$ cat config.mk
export PLATFORM = sky130hd
export DESIGN_NAME = spi_packet_assembler
export DESIGN_NICKNAME = d
export VERILOG_FILES = /design/src/rtl/spi_packet_assembler.sv
export SDC_FILE = /design/constraint.sdc
export NUM_CORES = 1
export LEC_CHECK = 0
export ABC_AREA = 1
export CORE_MARGIN = 3
export CORE_UTILIZATION = 27
export DETAILED_ROUTE_END_ITERATION = 10
export PLACE_DENSITY = 0.59
export SYNTH_ARGS = -nofsm -noshare
export SYNTH_HDL_FRONTEND = slang
export SYNTH_SLANG_ARGS = --single-unit
$ cat constraint.sdc
create_clock -name clk -period 3.45 [get_ports clk]
set_clock_uncertainty 0.15 [all_clocks]
set_input_delay 0.69 -clock clk [delete_from_list [all_inputs] [get_ports clk]]
set_output_delay 0.69 -clock clk [all_outputs]
set_load 0.005 [all_outputs]
$ cat src/rtl/spi_packet_assembler.sv
// -----------------------------------------------------------------------------
// spi_packet_assembler
//
// Sits behind the SPI receive FIFO in the system clock domain. Pops tagged
// 32-bit words and groups them into frame, polygon and camera packets. Each
// complete packet is presented on one wide bus with a valid/ready handshake.
//
// Ports:
//   clk, rst      system clock, synchronous active-high reset
//   fifo_dout     FIFO read data, valid one clk after fifo_rd_en
//   fifo_type     type tag travelling with fifo_dout (01 frame, 10 poly, 11 cam)
//   fifo_empty    FIFO empty flag
//   fifo_rd_en    FIFO pop strobe (never asserted while fifo_empty is high)
//   pkt_valid     complete packet available
//   pkt_ready     consumer accepts the packet on pkt_valid && pkt_ready
//   pkt_type      type of the presented packet
//   pkt_words     number of valid words in pkt_data
//   pkt_data      packet words, word 0 in the MSBs, unused words zero
//   err_pulse     one-clk pulse on a protocol error
//   err_code      last error (01 null word, 10 type change, 11 timeout), held
//
// Optional feature: define PKT_TIMEOUT_EN to add a watchdog that drops a
// partial packet after TIMEOUT_CYCLES idle clocks.
// -----------------------------------------------------------------------------
module spi_packet_assembler #(
    parameter int DATA_W      = 32,
    parameter int FRAME_WORDS = 1,
    parameter int POLY_WORDS  = 13,
    parameter int CAM_WORDS   = 3,
    parameter int MAX_WORDS   = 13
`ifdef PKT_TIMEOUT_EN
    ,
    parameter int TIMEOUT_CYCLES = 65536
`endif
) (
    input  logic                        clk,
    input  logic                        rst,
    input  logic [DATA_W-1:0]           fifo_dout,
    input  logic [1:0]                  fifo_type,
    input  logic                        fifo_empty,
    output logic                        fifo_rd_en,
    output logic                        pkt_valid,
    input  logic                        pkt_ready,
    output logic [1:0]                  pkt_type,
    output logic [3:0]                  pkt_words,
    output logic [MAX_WORDS*DATA_W-1:0] pkt_data,
    output logic                        err_pulse,
    output logic [1:0]                  err_code
);

    typedef enum logic [2:0] {
        S_IDLE,
        S_FETCH,
        S_LATCH,
        S_PEND,
        S_OUT
    } state_t;

    localparam logic [1:0] T_NULL  = 2'b00;
    localparam logic [1:0] T_FRAME = 2'b01;
    localparam logic [1:0] T_POLY  = 2'b10;
    localparam logic [1:0] T_CAM   = 2'b11;

    function automatic logic [3:0] type_len(input logic [1:0] t);
        case (t)
            T_FRAME: type_len = 4'(FRAME_WORDS);
            T_POLY:  type_len = 4'(POLY_WORDS);
            T_CAM:   type_len = 4'(CAM_WORDS);
            default: type_len = 4'd0;
        endcase
    endfunction

    state_t            state;
    state_t            next_state;
    logic [3:0]        idx;
    logic [1:0]        cur_type;
    logic [DATA_W-1:0] data_q [MAX_WORDS];
    logic              err_pulse_q;
    logic [1:0]        err_code_q;
    logic              timeout_hit;

    // Classification of the word sitting on fifo_dout while in LATCH.
    // A type change mid-packet restarts the packet with this word in slot 0.
    logic       is_null;
    logic       is_switch;
    logic [3:0] slot;
    logic       word_last;

    always_comb begin
        is_null   = (fifo_type == T_NULL);
        is_switch = !is_null && (idx != 4'd0) && (fifo_type != cur_type);
        slot      = is_switch ? 4'd0 : idx;
        word_last = !is_null && (slot == type_len(fifo_type) - 4'd1);
    end

`ifdef PKT_TIMEOUT_EN
    // Watchdog: runs only while a partial packet is waiting for its next word.
    logic [16:0] wd;

    assign timeout_hit = (state == S_PEND) && (wd == 17'(TIMEOUT_CYCLES - 1));

    always_ff @(posedge clk) begin
        if (rst || state == S_LATCH || idx == 4'd0 || timeout_hit) begin
            wd <= '0;
        end else if (state != S_OUT) begin
            wd <= wd + 17'd1;
        end
    end
`else
    assign timeout_hit = 1'b0;
`endif

    always_ff @(posedge clk) begin
        if (rst) begin
            state <= S_IDLE;
        end else begin
            state <= next_state;
        end
    end

    always_comb begin
        next_state = state;
        case (state)
            S_IDLE, S_PEND: begin
                if (timeout_hit) begin
                    next_state = S_IDLE;
                end else if (!fifo_empty) begin
                    next_state = S_FETCH;
                end
            end
            S_FETCH: next_state = S_LATCH;
            S_LATCH: begin
                if (word_last) begin
                    next_state = S_OUT;
                end else if (!fifo_empty) begin
                    next_state = S_FETCH;
                end else if (is_null && idx == 4'd0) begin
                    next_state = S_IDLE;
                end else begin
                    next_state = S_PEND;
                end
            end
            S_OUT: begin
                if (pkt_ready) begin
                    next_state = S_IDLE;
                end
            end
            default: next_state = S_IDLE;
        endcase
    end

    // Pops come from the waiting states or straight out of LATCH when the
    // packet still needs more words; nothing is popped while a packet is held.
    always_comb begin
        fifo_rd_en = 1'b0;
        pkt_valid  = (state == S_OUT);
        pkt_type   = 2'b00;
        pkt_words  = 4'd0;
        pkt_data   = '0;
        if (!rst && !fifo_empty) begin
            if ((state == S_IDLE || state == S_PEND) && !timeout_hit) begin
                fifo_rd_en = 1'b1;
            end else if (state == S_LATCH && !word_last) begin
                fifo_rd_en = 1'b1;
            end
        end
        if (state == S_OUT) begin
            pkt_type  = cur_type;
            pkt_words = type_len(cur_type);
            for (int i = 0; i < MAX_WORDS; i++) begin
                pkt_data[(MAX_WORDS-i)*DATA_W-1 -: DATA_W] = data_q[i];
            end
        end
    end

    // Datapath: slot capture, index, packet type and error reporting.
    always_ff @(posedge clk) begin
        if (rst) begin
            idx         <= 4'd0;
            cur_type    <= 2'b00;
            err_pulse_q <= 1'b0;
            err_code_q  <= 2'b00;
            for (int i = 0; i < MAX_WORDS; i++) begin
                data_q[i] <= '0;
            end
        end else begin
            err_pulse_q <= 1'b0;
            case (state)
                S_LATCH: begin
                    if (is_null) begin
                        err_pulse_q <= 1'b1;
                        err_code_q  <= 2'b01;
                    end else begin
                        if (is_switch) begin
                            err_pulse_q <= 1'b1;
                            err_code_q  <= 2'b10;
                            for (int i = 0; i < MAX_WORDS; i++) begin
                                data_q[i] <= '0;
                            end
                        end
                        if (int'(slot) < MAX_WORDS) begin
                            data_q[slot] <= fifo_dout;
                        end
                        cur_type <= fifo_type;
                        if (!word_last) begin
                            idx <= slot + 4'd1;
                        end
                    end
                end
                S_OUT: begin
                    if (pkt_ready) begin
                        idx <= 4'd0;
                        for (int i = 0; i < MAX_WORDS; i++) begin
                            data_q[i] <= '0;
                        end
                    end
                end
                S_PEND: begin
                    if (timeout_hit) begin
                        idx         <= 4'd0;
                        err_pulse_q <= 1'b1;
                        err_code_q  <= 2'b11;
                        for (int i = 0; i < MAX_WORDS; i++) begin
                            data_q[i] <= '0;
                        end
                    end
                end
                default: ;
            endcase
        end
    end

    assign err_pulse = err_pulse_q;
    assign err_code  = err_code_q;

endmodule

==> reports/qor.txt, run 1 <==
CTS buffer count = 48
DP HPWL = 42.9 mm
Arrival @ worst endpoint = 2.67 ns
Startpoint Class = input port
Slew headroom = 0.396
Post-DRT Antenna Nets = 0
Yosys top cell area share = 0.662
Routed WL per cell = 18.0 um
pre-CTS setup slack = -0.384 ns
failing checks = negative setup slack
first-pass GRT wire length = 90.4 mm
grt ovf = 0
Nets = 2520
via count = 14700
Crit Path Class = in2out
Layout Cell Area excl Fill = 27000 sq um
std cell rows = 96
fin crit period = 3.51 ns
slack of the critical path = -0.0588 ns
IO Port Bufs = 464
Highest Clock Rate = 285 MHz
final std cells w/o fill = 3447
vias in the first global route = 14800
Top Ports = 465
synthesized net count = 2045
largest net degree at the start of global routing = 83
WL final = 62.0 mm
Syn-to-layout area delta = 43.2%
final core occ = 0.392
n_diodes = 0
RSZ-0062 raised after global routing = yes
Setup-failing EPs final = 1
initial antenna violation count = 0
layout cell share with drive strength beyond 1 = 0.0831
Num Clock Sinks = 428
Max-Cap Viols = 0
Final Hold Fails = 0
Die Y = 270 um
vias per inst = 4.26
Initial Util = 0.274
Lkg Pwr = 0.0111 uW
clock slew at reported path FFs = 0.05 ns
hold crit path type = reg2reg
DR DRC count = 0
Final period util = 1.02
Peak VDD IR = 356 uV
worst-path maximum fanout = 6
P per Cell Area = 492 nW/um^2
placed cell areas = 25000 sq um
root buffer cell = clkbuf_16
flops & latches, synth = 428
area of the core = 68900 sq um
Syn Std Cell Area = 18900 sq um
chip width = 270 um
DIE AREA = 73100 sq um
Worst-Skew Late Latency = 0.57 ns
CP required = 2.61 ns
cell count after synthesis = 2001
Yosys cell types = 27
final slew viol count = 0
gp weighted congestion = 0.833
Mean Syn Cell Area = 9.43 sq um
FILL cells = 6776
register area share after synthesis = 0.675
H-tree levels = 2
Worst Tran Pin Value = 0.904 ns
CTS tree = done
status = finished with violations
dominant cell type by area after synthesis = edfxtp_1
Placed Cells = 3342
TritonRoute pass-1 iters = 5
GRT Overall Usage = 0.162
cts hold-fix bufs = 0
Worst Setup End Kind = primary output
top cells by area, synth = edfxtp_1 66%, nor2_1 17%, inv_1 9.3%, clkbuf_1 1.6%, dfxtp_1 1.3%
synthesis warning total = 0
initial drt markers = 1081
clk buf depth = 3
[per-stage QoR]
| stage | total power (uW) | TNS (ns) | hold WS (ns) |
|---|---|---|---|
| final | 13300 | -0.0588 | 0.323 |
| after global routing | 13800 | -0.166 | 0.342 |
| after CTS | 13400 | 0 | 0.324 |
| after detailed placement | 7990 | -11.27 | 0.313 |
| after global placement | 7950 | -0.915 | 0.305 |
| after floorplan | 7220 | 0 | 0.308 |
[cell usage in the layout (no fill, tap or decap), types with 11 or more instances in the layout]
cell type	Yosys	final
a21oi_1	16	16
buf_12	0	24
buf_4	1	39
buf_6	3	12
clkbuf_1	80	12
clkbuf_16	0	55
clkdlybuf4s50_1	0	462
dfxtp_1	12	11
edfxtp_1	416	416
inv_1	468	464
nand2_1	56	42
nand2_2	5	19
nand3_1	23	17
nor2_1	849	845
[cell type report]
class,count,area (sq um),area share
multi-input cells,974,3920,0.145
clock inverters,29,363,0.0134
flip-flops and latches,428,12700,0.471
well taps,931,1160,0.0431
repair buffers,549,5790,0.214
clock buffers,61,1270,0.0470
inverters,475,1800,0.0665
[synthesized netlist by cell type]
cell type / instances
inv_1: 468
inv_2: 7
a2111oi_0: 1
o21bai_1: 1
nand3b_1: 1
o21a_1: 1
nor2_2: 3
buf_4: 1
nand3_1: 23
nand4_1: 2
o21ai_0: 3
buf_2: 39
o21ai_1: 1
edfxtp_1: 416
o211ai_1: 1
nor3_1: 3
a21oi_2: 1
dfxtp_1: 12
nand2_1: 56
nor2_1: 849
a21oi_1: 16
clkbuf_1: 80
buf_1: 1
buf_6: 3
or2_2: 1
ha_1: 6
nand2_2: 5
[registers in the layout (all words and copies together), names as in the netlist]
register	count
data_q	416
idx	4
state	3
cur_type	2
err_code	2
err_pulse	1
[worst max-delay path: stages]
cell,delay [ns]
clkdlybuf4s50_1,0.50
buf_4,0.14
nand2_1,0.05
nand2_1,0.08
nand2_1,0.10
nand2_2,0.15
buf_4,0.14
nand3_1,0.09
nand2_1,0.10
nand3_2,0.08
o21bai_1,0.18
nand2_1,0.11
nand2_1,0.08
nor2_1,0.04
buf_2,0.14
[repair_timing]
item                       in CTS  in global routing
buffers inserted                5                  2
setup endpoints to repair     365                266
pin swaps                       6                  5
gates resized for setup        12                 29
gates cloned                    0                  8
[cells by family (layout without fill, tap and decap cells)]
logic type | after synthesis | after routing | share of synthesized area
flip-flops | 428 | 428 | 0.675
buffers and inverters | 599 | 1114 | 0.123
AND/OR/NAND/NOR | 943 | 943 | 0.191
adder cells (fa/ha/maj) | 6 | 6 | 0.00398
AO/OA/AOI/OAI | 25 | 25 | 0.00742
[worst paths after layout]
check	startpoint	end	slack, ns	cells after the start
hold / removal	err_code[0]$_SDFFE_PP0P_	err_code[0]$_SDFFE_PP0P_	0.32	2
hold reg to reg	err_code[0]$_SDFFE_PP0P_	err_code[0]$_SDFFE_PP0P_	0.32	2
setup reg to reg	idx[2]$_SDFFE_PP0P_	data_q[0][14]$_SDFFCE_PN0P_	0.68	13
setup / recovery	fifo_type[1]	fifo_rd_en	-0.06	15
[report_power, final]
part           leakage (uW)  switching [uW]  internal [uW]
Clock              0.000794            2100           3220
Sequential          0.00440             173           6230
Combinational       0.00593            1020            559
Total                0.0111            3290          10000
[per-layer routing]
metal / GRT usage / part of all wire / up-vias / wire length [um]
li1: - / - / 6901 / -
met1: 0.189 / 0.40 / 7149 / 24600
met2: 0.303 / 0.52 / 543 / 32400
met3: 0.0292 / 0.056 / 97 / 3490
met4: 0.0468 / 0.025 / 0 / 1580
met5: 0 / 0 / - / 0
(Power assumes the default switching activity.)
==> run 2, diff against run 1 <==
--- a/config.mk
+++ b/config.mk
@@ -5,11 +5,10 @@
 export SDC_FILE = /design/constraint.sdc
 export NUM_CORES = 1
 export LEC_CHECK = 0
-export ABC_AREA = 1
 export CORE_MARGIN = 3
 export CORE_UTILIZATION = 27
 export DETAILED_ROUTE_END_ITERATION = 10
-export PLACE_DENSITY = 0.59
+export PLACE_DENSITY = 0.58
 export SYNTH_ARGS = -nofsm -noshare
 export SYNTH_HDL_FRONTEND = slang
 export SYNTH_SLANG_ARGS = --single-unit
==> run 2 against run 1 <==
Combinational power decreased by 64%; cell area is 2.0% higher; worst hold slack better by 0.060 ns; critical endpoint unchanged; highest routed layer unchanged; final cell count down 14%; area after synthesis grew 3.5%; count of clock-buffer cells in the layout down 3; sequential share of layout area shrank 0.92 points; clock power down 3%; die area up 3.4%; maximum frequency increased by 2.0%; the run now ends clean; first-iteration DRC count is 17% lower.
==> reports/qor.txt, run 2 <==
std cell rows = 97 (+1.0%)
top cells by area, synth = edfxtp_1 64%, and2_1 21%, and3_1 6.3%, clkbuf_1 2.4%, dfxtp_1 1.2%
clk buf depth = 3 (unchanged)
cts hold-fix bufs = 0 (unchanged)
dominant cell type by area after synthesis = edfxtp_1
synthesized net count = 1589 (-22%)
Nets = 2047 (-19%)
Syn-to-layout area delta = 41.2%
worst-path maximum fanout = 3 (-3)
area of the core = 70900 sq um (+2.8%)
TritonRoute pass-1 iters = 5 (unchanged)
max FFs per register = 416 (unchanged)
initial antenna violation count = 9 (+9)
Setup-failing EPs final = 0 (-1)
via count = 13200 (-9.9%)
Peak VDD IR = 347 uV (-2.5%)
Routed WL per cell = 22.4 um (+24%)
Post-DRT Antenna Nets = 0 (unchanged)
Top Ports = 465 (unchanged)
Worst-Skew Late Latency = 0.57 ns (about the same)
Synth Flop Type = edfxtp_1
Layout Cell Area excl Fill = 27600 sq um (+2.0%)
grt ovf = 0 (unchanged)
pre-CTS setup slack = -0.497 ns (-0.113 ns)
Crit Path Class = in2out
GRT Overall Usage = 0.168 (+0.00538)
WHS = 0.382 ns (+0.0597 ns)
Initial Util = 0.276 (+0.00177)
flops & latches, synth = 428 (unchanged)
placed cell areas = 25600 sq um (+2.3%)
slack of the critical path = 0.00867 ns (+0.0675 ns)
FF-to-FF Start = state[0]$_SDFFE_PP0P_
first-pass GRT wire length = 92.8 mm (+2.7%)
register area share after synthesis = 0.652 (-0.0226)
hold path depth = 2 (unchanged)
Yosys cell types = 52 (+93%)
Die Y = 275 um (+1.7%)
Highest Clock Rate = 291 MHz (+2.0%)
Final period util = 0.997 (-0.0196)
initial drt markers = 899 (-17%)
FILL cells = 6729 (-0.69%)
CP cell instances = clkdlybuf4s50_1 -> inv_1 -> ha_4 -> xor2_1 -> a31oi_1 -> o32a_1 -> nor3_4 -> a211oi_2 -> buf_2
synthesis warning total = 0 (unchanged)
vias per inst = 4.45 (+4.4%)
CP required = 2.61 ns (about the same)
setup TNS = 0 ns (+0.0588 ns)
Worst Tran Pin Value = 1.14 ns (+0.236 ns)
top flop regs = data_q: 416 flops, idx: 4 flops, state: 3 flops
cell count after synthesis = 1545 (-23%)
Mean Syn Cell Area = 12.6 sq um (+34%)
P per Cell Area = 423 nW/um^2 (-14%)
DIE AREA = 75600 sq um (+3.4%)
layout cell share with drive strength beyond 1 = 0.0993 (+0.0162)
Worst Setup End Kind = primary output
Yosys top cell area share = 0.640 (-0.0222)
gp weighted congestion = 0.820 (-1.5%)
commonest non-fill, non-tap cell in the layout = and2_1
worst reg-to-reg path cell count = 7 (-6)
final core occ = 0.389 (-0.00299)
Max-Cap Viols = 0 (unchanged)
Async SR Flop Fraction = 0 (unchanged)
clock slew at reported path FFs = 0.06 ns (about the same)
Arrival @ worst endpoint = 2.60 ns (-0.07 ns)
crit-path max cell delay = 0.48 ns (-0.02 ns)
Syn Std Cell Area = 19500 sq um (+3.5%)
Startpoint Class = input port
CP startpoint = fifo_type[1]
CTS buffer count = 48 (unchanged)
commonest cells after routing, fill and taps aside = 642 x and2_1, 462 x clkdlybuf4s50_1, 416 x edfxtp_1
number of synthesized flops with an enable pin = 416 (unchanged)
Final Hold Fails = 0 (unchanged)
worst min-delay path startpoint = err_code[0]$_SDFFE_PP0P_
status = completed
crit path max-delay cell type = clkdlybuf4s50_1
Num Clock Sinks = 428 (unchanged)
final slew viol count = 0 (unchanged)
Slew headroom = 0.238 (-0.159)
WL final = 66.6 mm (+7.3%)
DR DRC count = 0 (unchanged)
flop2flop setup slack = 0.48 ns (-0.20 ns)
chip width = 275 um (+1.7%)
Lkg Pwr = 0.0108 uW (-2.8%)
Largest Register = data_q
largest net degree at the start of global routing = 89 (+7.2%)
CTS tree = done
vias in the first global route = 13100 (-11%)
commonest cells in the synthesized netlist = 642 x and2_1, 416 x edfxtp_1, 198 x and3_1, 125 x clkbuf_1, 22 x nand2_1
H-tree levels = 2 (unchanged)
IO Port Bufs = 464 (unchanged)
DP HPWL = 44.3 mm (+3.5%)
fin crit period = 3.44 ns (-0.0675 ns)
count leader, synth = and2_1
hold crit path type = reg2reg
root buffer cell = clkbuf_16
run 2: cell types whose count changed in the layout (fill, tap and decap cells not counted), sizes merged, moves of 4 or more:
cell    delta
a21oi     -11
and2     +642
and3     +198
buf        +8
inv      -464
nand2     -38
nand2b     +8
nand3     -22
nor2     -842
nor3       +4
nor4       +7
run 2: cell families (layout without fill, tap and decap cells):
logic type | count (synthesis) | after routing | synth area share
adder cells (fa/ha/maj) | 6 | 6 | 0.00384
other | 0 | 2 | 0
AO/OA/AOI/OAI | 34 | 34 | 0.0127
XOR/XNOR | 6 | 6 | 0.00269
buffers and inverters | 162 | 652 | 0.0367
AND/OR/NAND/NOR | 907 | 907 | 0.291
flip-flops | 428 | 428 | 0.652
multiplexers | 2 | 2 | 0.00103
run 2: path summary, 6_finish.rpt:
check                                                   end
worst max-delay path                             fifo_rd_en
worst min-delay path               err_code[0]$_SDFFE_PP0P_
worst max register to register  data_q[9][16]$_SDFFCE_PN0P_
worst min register to register     err_code[0]$_SDFFE_PP0P_
run 2: final cells by class:
class,count,area [sq um],share of cell area
flip-flops and latches,428,12700,0.462
clock inverters,24,298,0.0108
inverters,11,41.3,0.00150
repair buffers,559,5870,0.213
multi-input cells,955,6200,0.225
clock buffers,58,1260,0.0457
diodes,2,5.00,0.000181
well taps,940,1180,0.0426
run 2: routing by layer:
metal | global-route usage | vias to the layer above | wire length [um]
met2 | 0.297 | 468 | 33600
met5 | 0 | - | 0
met4 | 0.0493 | 0 | 1940
li1 | - | 6174 | -
met3 | 0.0319 | 93 | 4100
met1 | 0.207 | 6508 | 27000
run 2: power breakdown:
group          switching, uW  internal, uW  total (uW)  leakage, uW
Clock                   2060          3100        5160     0.000765
Combinational            381           186         567      0.00566
Sequential              52.9          5880        5940      0.00440
run 2: what timing repair did:
action                     in CTS  in global routing
setup endpoints to repair     424                117
resized for setup              11                 21
buffers inserted                3                  5
pin swaps                       3                  4
cloned                          2                  6
run 2: critical path, delay by kind of cell:
kind,cells,cell delay [ns]
simple gates,1,0.07
compound gates,3,0.75
buf+inv,3,0.72
xor+xnor,1,0.15
fa+ha+maj,1,0.23
run 2: metrics by stage:
step / instances / total power (uW)
floorplan: 1545 / 6240
global placement: 2877 / 6600
detailed placement: 2877 / 6610
CTS: 2964 / 11800
global route: 2975 / 12100
finish: 2977 / 11700
==> run 3, diff against run 2 <==
==> constraint.sdc (replaced) <==
create_clock -name clk -period 3.1 [get_ports clk]
set_clock_uncertainty 0.15 [all_clocks]
set_input_delay 0.62 -clock clk [delete_from_list [all_inputs] [get_ports clk]]
set_output_delay 0.62 -clock clk [all_outputs]
set_load 0.005 [all_outputs]
==> run 3 against run 2 <==
The flow now finishes with violations (negative setup slack); global-route usage increased by 1.4 points; count of clock-buffer cells in the layout decreased by 4; die area unchanged; via count increased by 6.2%; routed wire length increased by 11%; cell area increased by 5.1%; flip-flop and latch count unchanged; critical endpoint unchanged.
==> reports/qor.txt, run 3 (synthesized netlist as in run 2, its figures left out) <==
status = finished with violations
failing checks = negative setup slack
H-tree levels = 2 (unchanged)
top flop regs = data_q: 416 flops, idx: 4 flops, state: 3 flops
WL final = 74.1 mm (+11%)
Placed Cells = 2901 (+0.83%)
Final Hold Fails = 0 (unchanged)
final core occ = 0.409 (+0.0200)
Crit Path Class = in2out
sw frac = 0.220 (+0.00659)
Num Clock Sinks = 428 (unchanged)
via count = 14100 (+6.2%)
area of the core = 70900 sq um (unchanged)
Max-Cap Viols = 0 (unchanged)
Final period util = 1.05
CTS buffer count = 48 (unchanged)
CTS tree = done
Nets = 2133 (+4.2%)
slack of the critical path = -0.140 ns (-0.149 ns)
register share of total power = 0.500 (-0.009)
Top Ports = 465 (unchanged)
IO Port Bufs = 464 (unchanged)
chip width = 275 um (unchanged)
Logic pwr share = 0.053 (+0.004)
FF-to-FF Start = cur_type[1]$_SDFFE_PP0P_
max FFs per register = 416 (unchanged)
Largest Register = data_q
initial drt markers = 1418 (+58%)
Clk network pwr share = 0.446 (+0.003)
first-pass GRT wire length = 99.0 mm (+6.7%)
Routed WL per cell = 24.1 um (+7.7%)
Initial Util = 0.276 (unchanged)
CP startpoint = fifo_type[0]
Arrival @ worst endpoint = 2.47 ns (-0.13 ns)
commonest non-fill, non-tap cell in the layout = and2_1
Worst-Skew Late Latency = 0.58 ns (about the same)
worst min-delay path startpoint = err_code[0]$_SDFFE_PP0P_
hold crit path type = reg2reg
CP required = 2.33 ns (-0.28 ns)
Highest Clock Rate = 309 MHz
initial antenna violation count = 15 (+6)
grt ovf = 0 (unchanged)
Post-DRT Antenna Nets = 0 (unchanged)
layout cell share with drive strength beyond 1 = 0.185 (+0.0859)
P per Cell Area = 455 nW/um^2 (+7.7%)
gp weighted congestion = 0.823 (+0.30%)
DIE AREA = 75600 sq um (unchanged)
final std cells w/o fill = 3077 (+3.4%)
vias in the first global route = 13900 (+5.7%)
DR DRC count = 0 (unchanged)
largest net degree at the start of global routing = 91 (+2.2%)
worst-path maximum fanout = 3 (unchanged)
Die Y = 275 um (unchanged)
GRT Overall Usage = 0.182 (+0.0145)
vias per inst = 4.57 (+2.8%)
root buffer cell = clkbuf_16
Syn-to-layout area delta = 48.5%
final slew viol count = 0 (unchanged)
Startpoint Class = input port
clock slew at reported path FFs = 0.06 ns (about the same)
Setup-failing EPs final = 1 (+1)
switching power = 2910 uW (+17%)
commonest cells after routing, fill and taps aside = 594 x and2_1, 416 x edfxtp_1, 198 x and3_1
TritonRoute pass-1 iters = 5 (unchanged)
DP HPWL = 45.6 mm (+2.9%)
setup TNS = -0.140 ns (-0.140 ns)
fin crit period = 3.24 ns
Peak VDD IR = 419 uV (+21%)
Lkg Pwr = 0.0156 uW (+44%)
std cell rows = 97 (unchanged)
Slew headroom = 0.429 (+0.191)
internal power = 10300 uW (+12%)
clk buf depth = 3 (unchanged)
RSZ-0062 raised after global routing = yes
Worst Tran Pin Value = 0.854 ns (-0.286 ns)
Worst Setup End Kind = primary output
## run 3: cell count changes in the layout (fill, tap and decap cells not counted), moves of 7 or more
| cell | change |
|---|---|
| dlymetal6s2s_1 | +172 |
| and2_1 | -48 |
| and2_4 | +48 |
| dlygate4sd2_1 | +149 |
| clkdlybuf4s15_1 | +19 |
| clkdlybuf4s50_1 | -393 |
| clkbuf_2 | +53 |
| buf_12 | +18 |
| diode_2 | +7 |
| buf_4 | +48 |
| buf_16 | +17 |
## run 3: layer usage
metal | up-vias | part of all wire | track usage | wire [um]
li1 | 6380 | - | - | -
met2 | 557 | 0.50 | 0.320 | 36800
met4 | 0 | 0.032 | 0.0573 | 2390
met3 | 110 | 0.060 | 0.0290 | 4420
met1 | 7020 | 0.41 | 0.229 | 30500
met5 | - | 0 | 0 | 0
## run 3: area by class of cell
class	instances	area (sq um)
multi-input cells	955	6280
diodes	9	22.5
clock buffers	54	1220
inverters	11	41.3
repair buffers	645	7130
clock inverters	35	389
fillers	6688	41900
flip-flops and latches	428	12700
well taps	940	1180
## run 3: power by group through the flow
stage,clock network [uW],logic [uW],registers (uW)
finish,5900,704,6610
global placement,0,657,6730
global route,6250,742,6630
CTS,6030,701,6610
floorplan,0,240,6700
detailed placement,0,669,6730
## run 3: path summary, 6_finish.rpt
check	cells after the start	slack (ns)	to
setup / recovery	10	-0.14	fifo_rd_en
setup reg to reg	7	0.67	data_q[11][1]$_SDFFCE_PN0P_
hold reg to reg	2	0.37	err_code[0]$_SDFFE_PP0P_
hold / removal	2	0.37	err_code[0]$_SDFFE_PP0P_
## run 3: metrics by stage
step	total power, uW	cell area [sq um]	worst slack, ns	hold WS, ns
2_1_floorplan	6940	19500	-0.0906	0.338
3_3_place_gp	7380	25800	-0.657	0.371
3_5_place_dp	7400	25800	-0.659	0.354
4_1_cts	13300	28100	-0.178	0.387
5_1_grt	13600	29000	-0.216	0.443
6_report	13200	29000	-0.140	0.374
## run 3: what timing repair did
action	in CTS	in global routing
setup buffers	21	28
gates cloned	18	13
gates resized for setup	288	334
setup endpoints to repair	387	196
pin swaps	3	0
hold buffers	0	0
## run 3: critical path, stage by stage
cell and delay, ns:
clkdlybuf4s50_1 0.48, inv_1 0.08, buf_4 0.14, ha_1 0.23, inv_1 0.10, o21ai_2 0.07, a31oi_1 0.27, nor3_2 0.11
a211oi_2 0.22, buf_2 0.15
